File: config.mk
export PLATFORM = sky130hd
export DESIGN_NAME = barrel_shift_pipe_flat
export DESIGN_NICKNAME = d
export VERILOG_FILES = /design/src/rtl/barrel_shift_pipe_pkg.sv /design/src/rtl/barrel_shift_pipe_if.sv /design/src/rtl/barrel_shift_pipe_shift_stage.sv /design/src/rtl/barrel_shift_pipe.sv /design/src/flat_wrapper.sv
export SDC_FILE = /design/constraint.sdc
export NUM_CORES = 1
export LEC_CHECK = 0
export ABC_AREA = 1
export BUFFER_PORTS_ARGS = -buffer_cell sky130_fd_sc_hd__clkbuf_2
export CORE_ASPECT_RATIO = 0.75
export CORE_MARGIN = 1
export CORE_UTILIZATION = 37
export CTS_CLUSTER_DIAMETER = 60
export CTS_CLUSTER_SIZE = 24
export DETAILED_ROUTE_END_ITERATION = 8
export GPL_ROUTABILITY_DRIVEN = 0
export SYNTH_ARGS = -nofsm -noshare
export SYNTH_HDL_FRONTEND = slang
export SYNTH_SLANG_ARGS = --single-unit
File: constraint.sdc
create_clock -name clk -period 1.2 [get_ports clk]
set_input_delay 0.18 -clock clk [delete_from_list [all_inputs] [get_ports clk]]
set_output_delay 0.18 -clock clk [all_outputs]
set_load 0.02 [all_outputs]
File: src/rtl/barrel_shift_pipe_pkg.sv
// Shared types for the pipelined barrel shifter: the operation encoding and the
// per-stage register bundle, sized for the widest legal configuration.
package barrel_pkg;

   localparam int MAX_W   = 64;
   localparam int MAX_SHW = 6;

   typedef enum logic [1:0] {
      OP_SLL = 2'b00,
      OP_SRL = 2'b01,
      OP_SRA = 2'b10,
      OP_ROR = 2'b11
   } shift_op_e;

   typedef struct packed {
      logic [MAX_W-1:0]   data;
      logic [MAX_SHW-1:0] amt;
      shift_op_e          op;
      logic               valid;
   } stage_t;

   // All-ones in the low w bits; bits above the configured width stay zero.
   function automatic logic [MAX_W-1:0] width_mask(input int w);
      return {MAX_W{1'b1}} >> (MAX_W - w);
   endfunction

endpackage

File: src/rtl/barrel_shift_pipe_if.sv
// Valid/ready operand and result channels of the barrel shifter.
interface barrel_shift_pipe_if #(
   parameter int WIDTH = 32
);
   localparam int SHW = $clog2(WIDTH);

   logic             in_valid;
   logic             in_ready;
   logic [WIDTH-1:0] in_data;
   logic [SHW-1:0]   in_amt;
   logic [1:0]       in_op;
   logic             out_valid;
   logic             out_ready;
   logic [WIDTH-1:0] out_data;

   modport master (
      output in_valid, in_data, in_amt, in_op, out_ready,
      input  in_ready, out_valid, out_data
   );

   modport slave (
      input  in_valid, in_data, in_amt, in_op, out_ready,
      output in_ready, out_valid, out_data
   );
endinterface

File: src/rtl/barrel_shift_pipe_shift_stage.sv
// One shifter stage: conditionally shifts by 2^STAGE_IDX and registers the
// whole bundle when the pipeline advances.
module shift_stage
   import barrel_pkg::*;
#(
   parameter int WIDTH     = 32,
   parameter int STAGE_IDX = 0
) (
   input  logic   clk,
   input  logic   rst_n,
   input  logic   en_i,
   input  stage_t stage_i,
   output stage_t stage_o
);

   localparam int              SH   = 1 << STAGE_IDX;
   localparam logic [MAX_W-1:0] MASK = width_mask(WIDTH);
   localparam logic [MAX_W-1:0] FILL = MASK & ~(MASK >> SH);

   stage_t           stage_d;
   stage_t           stage_q;
   logic [MAX_W-1:0] opnd;
   logic [MAX_W-1:0] shifted;

   always_comb begin
      opnd = stage_i.data & MASK;
      case (stage_i.op)
         OP_SLL:  shifted = (opnd << SH) & MASK;
         OP_SRL:  shifted = opnd >> SH;
         OP_SRA:  shifted = (opnd >> SH) | (opnd[WIDTH-1] ? FILL : '0);
         OP_ROR:  shifted = ((opnd >> SH) | (opnd << (WIDTH - SH))) & MASK;
         default: shifted = opnd;
      endcase

      stage_d = stage_i;
      stage_d.data = stage_i.amt[STAGE_IDX] ? shifted : opnd;
   end

   // ---- stage register ----
   always_ff @(posedge clk) begin
      if (!rst_n) begin
         stage_q <= '0;
      end else if (en_i) begin
         stage_q <= stage_d;
      end
   end

   assign stage_o = stage_q;

endmodule

File: src/rtl/barrel_shift_pipe.sv
// Pipelined logarithmic barrel shifter (SLL/SRL/SRA/ROR), one op per cycle,
// latency SHW; the whole pipe stalls as a unit when the output is blocked.
module barrel_shift_pipe
   import barrel_pkg::*;
#(
   parameter int WIDTH = 32,
   parameter int SHW   = $clog2(WIDTH)
) (
   input  logic                 clk,
   input  logic                 rst_n,
   barrel_shift_pipe_if.slave   bus
);

   if (WIDTH < 8 || WIDTH > MAX_W || (WIDTH & (WIDTH - 1)) != 0) begin : g_bad_width
      $error("barrel_shift_pipe: WIDTH must be a power of two from 8 to 64");
   end

   stage_t in_stage;
   stage_t pipe [0:SHW-1];
   logic   advance;

   // No skid buffer: accepting input is exactly the condition for moving.
   assign advance     = !pipe[SHW-1].valid || bus.out_ready;
   assign bus.in_ready = advance;

   always_comb begin
      in_stage       = '0;
      in_stage.data  = MAX_W'(bus.in_data);
      in_stage.amt   = MAX_SHW'(bus.in_amt);
      in_stage.op    = shift_op_e'(bus.in_op);
      in_stage.valid = bus.in_valid;
   end

   for (genvar k = 0; k < SHW; k++) begin : g_stage
      if (k == 0) begin : g_first
         shift_stage #(
            .WIDTH     (WIDTH),
            .STAGE_IDX (k)
         ) u_stage (
            .clk     (clk),
            .rst_n   (rst_n),
            .en_i    (advance),
            .stage_i (in_stage),
            .stage_o (pipe[k])
         );
      end else begin : g_rest
         shift_stage #(
            .WIDTH     (WIDTH),
            .STAGE_IDX (k)
         ) u_stage (
            .clk     (clk),
            .rst_n   (rst_n),
            .en_i    (advance),
            .stage_i (pipe[k-1]),
            .stage_o (pipe[k])
         );
      end
   end

   // ---- output: last stage register ----
   assign bus.out_valid = pipe[SHW-1].valid;
   assign bus.out_data  = pipe[SHW-1].data[WIDTH-1:0];

   logic unused_last;
   assign unused_last = ^{pipe[SHW-1].data, pipe[SHW-1].amt, pipe[SHW-1].op};

endmodule

File: src/flat_wrapper.sv
// flat-port wrapper written by rule: the top's interface ports become plain ports
module barrel_shift_pipe_flat import barrel_pkg::*;
#(
   parameter int WIDTH = 32,
   parameter int SHW   = $clog2(WIDTH)
)
  (clk, rst_n, bus_in_valid, bus_in_data, bus_in_amt, bus_in_op, bus_out_ready, bus_in_ready, bus_out_valid, bus_out_data);
  barrel_shift_pipe_if #(.WIDTH(WIDTH)) bus_i ();
  input  logic clk;
  input  logic rst_n;
  input wire logic [$bits(bus_i.in_valid)-1:0] bus_in_valid;
  input wire logic [$bits(bus_i.in_data)-1:0] bus_in_data;
  input wire logic [$bits(bus_i.in_amt)-1:0] bus_in_amt;
  input wire logic [$bits(bus_i.in_op)-1:0] bus_in_op;
  input wire logic [$bits(bus_i.out_ready)-1:0] bus_out_ready;
  output wire logic [$bits(bus_i.in_ready)-1:0] bus_in_ready;
  output wire logic [$bits(bus_i.out_valid)-1:0] bus_out_valid;
  output wire logic [$bits(bus_i.out_data)-1:0] bus_out_data;
  assign bus_i.in_valid = bus_in_valid;
  assign bus_i.in_data = bus_in_data;
  assign bus_i.in_amt = bus_in_amt;
  assign bus_i.in_op = bus_in_op;
  assign bus_i.out_ready = bus_out_ready;
  assign bus_in_ready = bus_i.in_ready;
  assign bus_out_valid = bus_i.out_valid;
  assign bus_out_data = bus_i.out_data;
  barrel_shift_pipe #(.WIDTH(WIDTH), .SHW(SHW)) u_core (.clk(clk), .rst_n(rst_n), .bus(bus_i));
endmodule
==> results.json <==
{
  "status": "finished, violations left",
  "violations": "setup timing",
  "drc_errors": 0,
  "synth_cell_types": 21,
  "overflow": 0,
  "r2r_start": "u_core.g_stage[4].g_rest.u_stage.stage_o[0]$_SDFFE_PN0P_",
  "relSlewSlack_pct": 79.0,
  "die_h_um": 141,
  "grt_pass1_wl_mm": 44.7,
  "core_mm2": 0.0250,
  "clk_pin_slew_ns": 0.06,
  "switching_share_pct": 28.6,
  "power_density_mw_per_mm2": 1270,
  "grt_pass1_vias": 8429,
  "critPathMaxFanout": 2,
  "drt-total-wl_mm": 27.1,
  "die_w_um": 187,
  "drt_pass1_iterations": 5,
  "clockBufferDepth": 2,
  "numCtsBuffers": 17,
  "rr_endpoint": "u_core.g_stage[0].g_first.u_stage.stage_o[34]$_SDFFE_PN0P_",
  "grt_max_degree": 64,
  "timing.final.ws_setup_ns": -0.235,
  "hold_class": "in -> reg",
  "syn_avg_cell_area_um2": 6.56,
  "antenna_found_initial": 0,
  "leakage_nw": 4.66,
  "rows": 50,
  "seqPwrFrac_pct": 47.5,
  "cts_tree": "built",
  "worstPathArrival_ns": 1.25,
  "mostFrequentLayoutCells": "a21oi_1 (244), inv_1 (220), o21ai_0 (186), dfxtp_1 (180), o21ai_1 (175)",
  "fmax_mhz": 697,
  "postRouteAntennaNets": 0,
  "setup-violations-final": 154,
  "min_to": "u_core.g_stage[0].g_first.u_stage.stage_o[9]$_SDFFE_PN0P_",
  "yosysSeqAreaShare_pct": 38.7,
  "final_common_cell": "a21oi_1",
  "crit_slowest_cell": "dfxtp_4",
  "fillerInstances": 2639,
  "gr-usage-all-layers_pct": 21.0,
  "r2r_slack_ns": -0.14,
  "routedWlPerCell_um": 14.6,
  "p_comb_share_pct": 14.5,
  "hold_viol_final": 0,
  "synthCells": 1442,
  "hp-start": "bus_in_data[0]",
  "fin_skew_ns": 0.0122,
  "ys_warn_count": 0,
  "p_clk_share_pct": 38.0,
  "fin_crit_sh_pct": 120,
  "vias_per_cell": 5.15,
  "fin_crit_ns": 1.43,
  "worst_pin_slew_ns": 0.312,
  "fp.dieArea_mm2": 0.0262,
  "dr_total_vias": 9524,
  "grt_setup_unrepaired": "yes",
  "critPathMaxStageDelay_ns": 0.34,
  "io_buffers": 76,
  "p_switching_w": 0.00411,
  "drt_first_iter_violations": 939,
  "syn_nets": 1485,
  "synth_seq_cells": 183,
  "crit_family": "flip-flops",
  "cp-start-kind": "register",
  "postPlaceCellArea_mm2": 0.0105,
  "worstSetupPathType": "reg -> out",
  "cp_cell_sequence": "inv_2, nor2_4, inv_8, buf_12, buf_8",
  "dp.final_hpwl_mm": 18.5,
  "area.growth.synth_to_final_pct": 19.4,
  "nNetsFinal": 1543,
  "synth_area_mm2": 0.00946,
  "clk_root_buffer_cell": "clkbuf_16",
  "path_buf_inv": 4,
  "r2r.worst_path.cells": 8,
  "diodes": 0,
  "cap_violations": 0,
  "fin_area_mm2": 0.0113,
  "drive_gt1_share_pct": 14.2,
  "maxSlewViolCount": 0,
  "start_util_pct": 37.8,
  "io_pins": 77,
  "cts-htree-levels": 4,
  "setup_tns_ns": -11.00,
  "clk_latency_ns": 0.45,
  "critical_path_required_ns": 1.02,
  "critPathCaptureType": "output pin",
  "vdd_ir_drop_max_uv": 1120,
  "dp_slack_ns": -0.0814,
  "cts_sinks": 183,
  "whs_path_depth": 3,
  "p_int_w": 0.0102
}
[tightest hold or removal path: stages]
cell,delay [ns]
clkbuf_2,0.10
nand2_1,0.06
a31oi_1,0.08
[through the flow]
| stage | power, W | std cells | hold WS (ns) | util (%) |
|---|---|---|---|---|
| global placement | 0.00895 | 1812 | 0.439 | 42.2 |
| CTS | 0.0144 | 1851 | 0.0238 | 44.9 |
| finish | 0.0144 | 1851 | 0.0285 | 45.1 |
| global route | 0.0150 | 1851 | 0.0371 | 45.1 |
| detailed placement | 0.00896 | 1812 | 0.443 | 42.2 |
| floorplan | 0.00819 | 1442 | 0.344 | - |
[power groups by stage]
stage / Combinational [W] / Clock, W / Sequential (W)
3_3_place_gp: 0.00200 / 0 / 0.00695
6_report: 0.00208 / 0.00546 / 0.00683
3_5_place_dp: 0.00201 / 0 / 0.00695
4_1_cts: 0.00205 / 0.00555 / 0.00681
2_1_floorplan: 0.00133 / 0 / 0.00686
5_1_grt: 0.00237 / 0.00581 / 0.00686
[how the worst max path moves through the flow]
| stage | startpoint | end | slack, ns | cells past startpoint |
|---|---|---|---|---|
| 4_1_cts | u_core.g_stage[4].g_rest.u_stage.stage_o[0]$_SDFFE_PN0P_ | bus_in_ready | -0.27 | 5 |
| 3_3_place_gp | u_core.g_stage[4].g_rest.u_stage.stage_o[0]$_SDFFE_PN0P_ | u_core.g_stage[1].g_rest.u_stage.stage_o[26]$_SDFFE_PN0P_ | -0.08 | 7 |
| 2_1_floorplan | u_core.g_stage[4].g_rest.u_stage.stage_o[0]$_SDFFE_PN0P_ | u_core.g_stage[3].g_rest.u_stage.stage_o[10]$_SDFFE_PN0P_ | -0.03 | 7 |
| 6_report | u_core.g_stage[4].g_rest.u_stage.stage_o[0]$_SDFFE_PN0P_ | bus_in_ready | -0.23 | 5 |
| 5_1_grt | u_core.g_stage[4].g_rest.u_stage.stage_o[0]$_SDFFE_PN0P_ | bus_in_ready | -0.29 | 5 |
| 3_5_place_dp | u_core.g_stage[2].g_rest.u_stage.stage_o[2]$_SDFFE_PN0P_ | u_core.g_stage[3].g_rest.u_stage.stage_o[36]$_SDFFE_PN0P_ | -0.08 | 6 |
[per-layer routing]
metal  track usage [%]  part of all wire, %  wire length (µm)  vias up
met5                 0                    0                 0        -
met4              6.17                  1.4               388        0
met3              3.78                  5.8              1560       24
met2              29.3                   41             11000      268
met1              32.3                   52             14100     4326
li1                  -                    -                 -     4906
[synthesized netlist by cell type, drive strengths merged]
cell / instances / share of area, %
clkinv: 2 / 0.079
a21oi: 253 / 13
clkbuf: 72 / 2.9
nand2: 169 / 6.7
or2: 16 / 1.1
dfxtp: 183 / 39
nor2: 51 / 2.1
o21a: 1 / 0.079
inv: 225 / 9.0
nand3: 36 / 1.9
o21ai: 365 / 19
a31oi: 31 / 2.0
buf: 38 / 2.6
[logic make-up (layout without fill, tap and decap cells)]
logic type	count (synthesis)	after routing	share of synthesized area [%]
flops	183	183	38.7
compound gates	650	650	34.9
simple gates	272	272	11.8
buf+inv	337	408	14.6
[sequential cells by signal (all words and copies together), names as in the netlist]
name and cells:
u_core.g_stage.g_first.u_stage.stage_o 39, u_core.g_stage.g_rest.u_stage.stage_o 144
[what timing repair did]
item | CTS | global route
resized for setup | 16 | 32
endpoints found under the setup margin | 72 | 178
hold buffers | 4 | 0
buffers inserted | 3 | 0
endpoints found under the hold margin | 4 | 0
pin swaps | 1 | 0
[area by class of cell]
type / instances / area, µm² / share of cell area (%)
tap: 338 / 423 / 3.74
timing repair buffer: 149 / 1310 / 11.6
multi-input combinational: 922 / 4470 / 39.6
sequential: 183 / 3670 / 32.5
inverter: 227 / 860 / 7.61
clock buffer: 20 / 458 / 4.05
clock inverter: 12 / 101 / 0.897
Note: power is estimated with default switching activity, not from simulation.
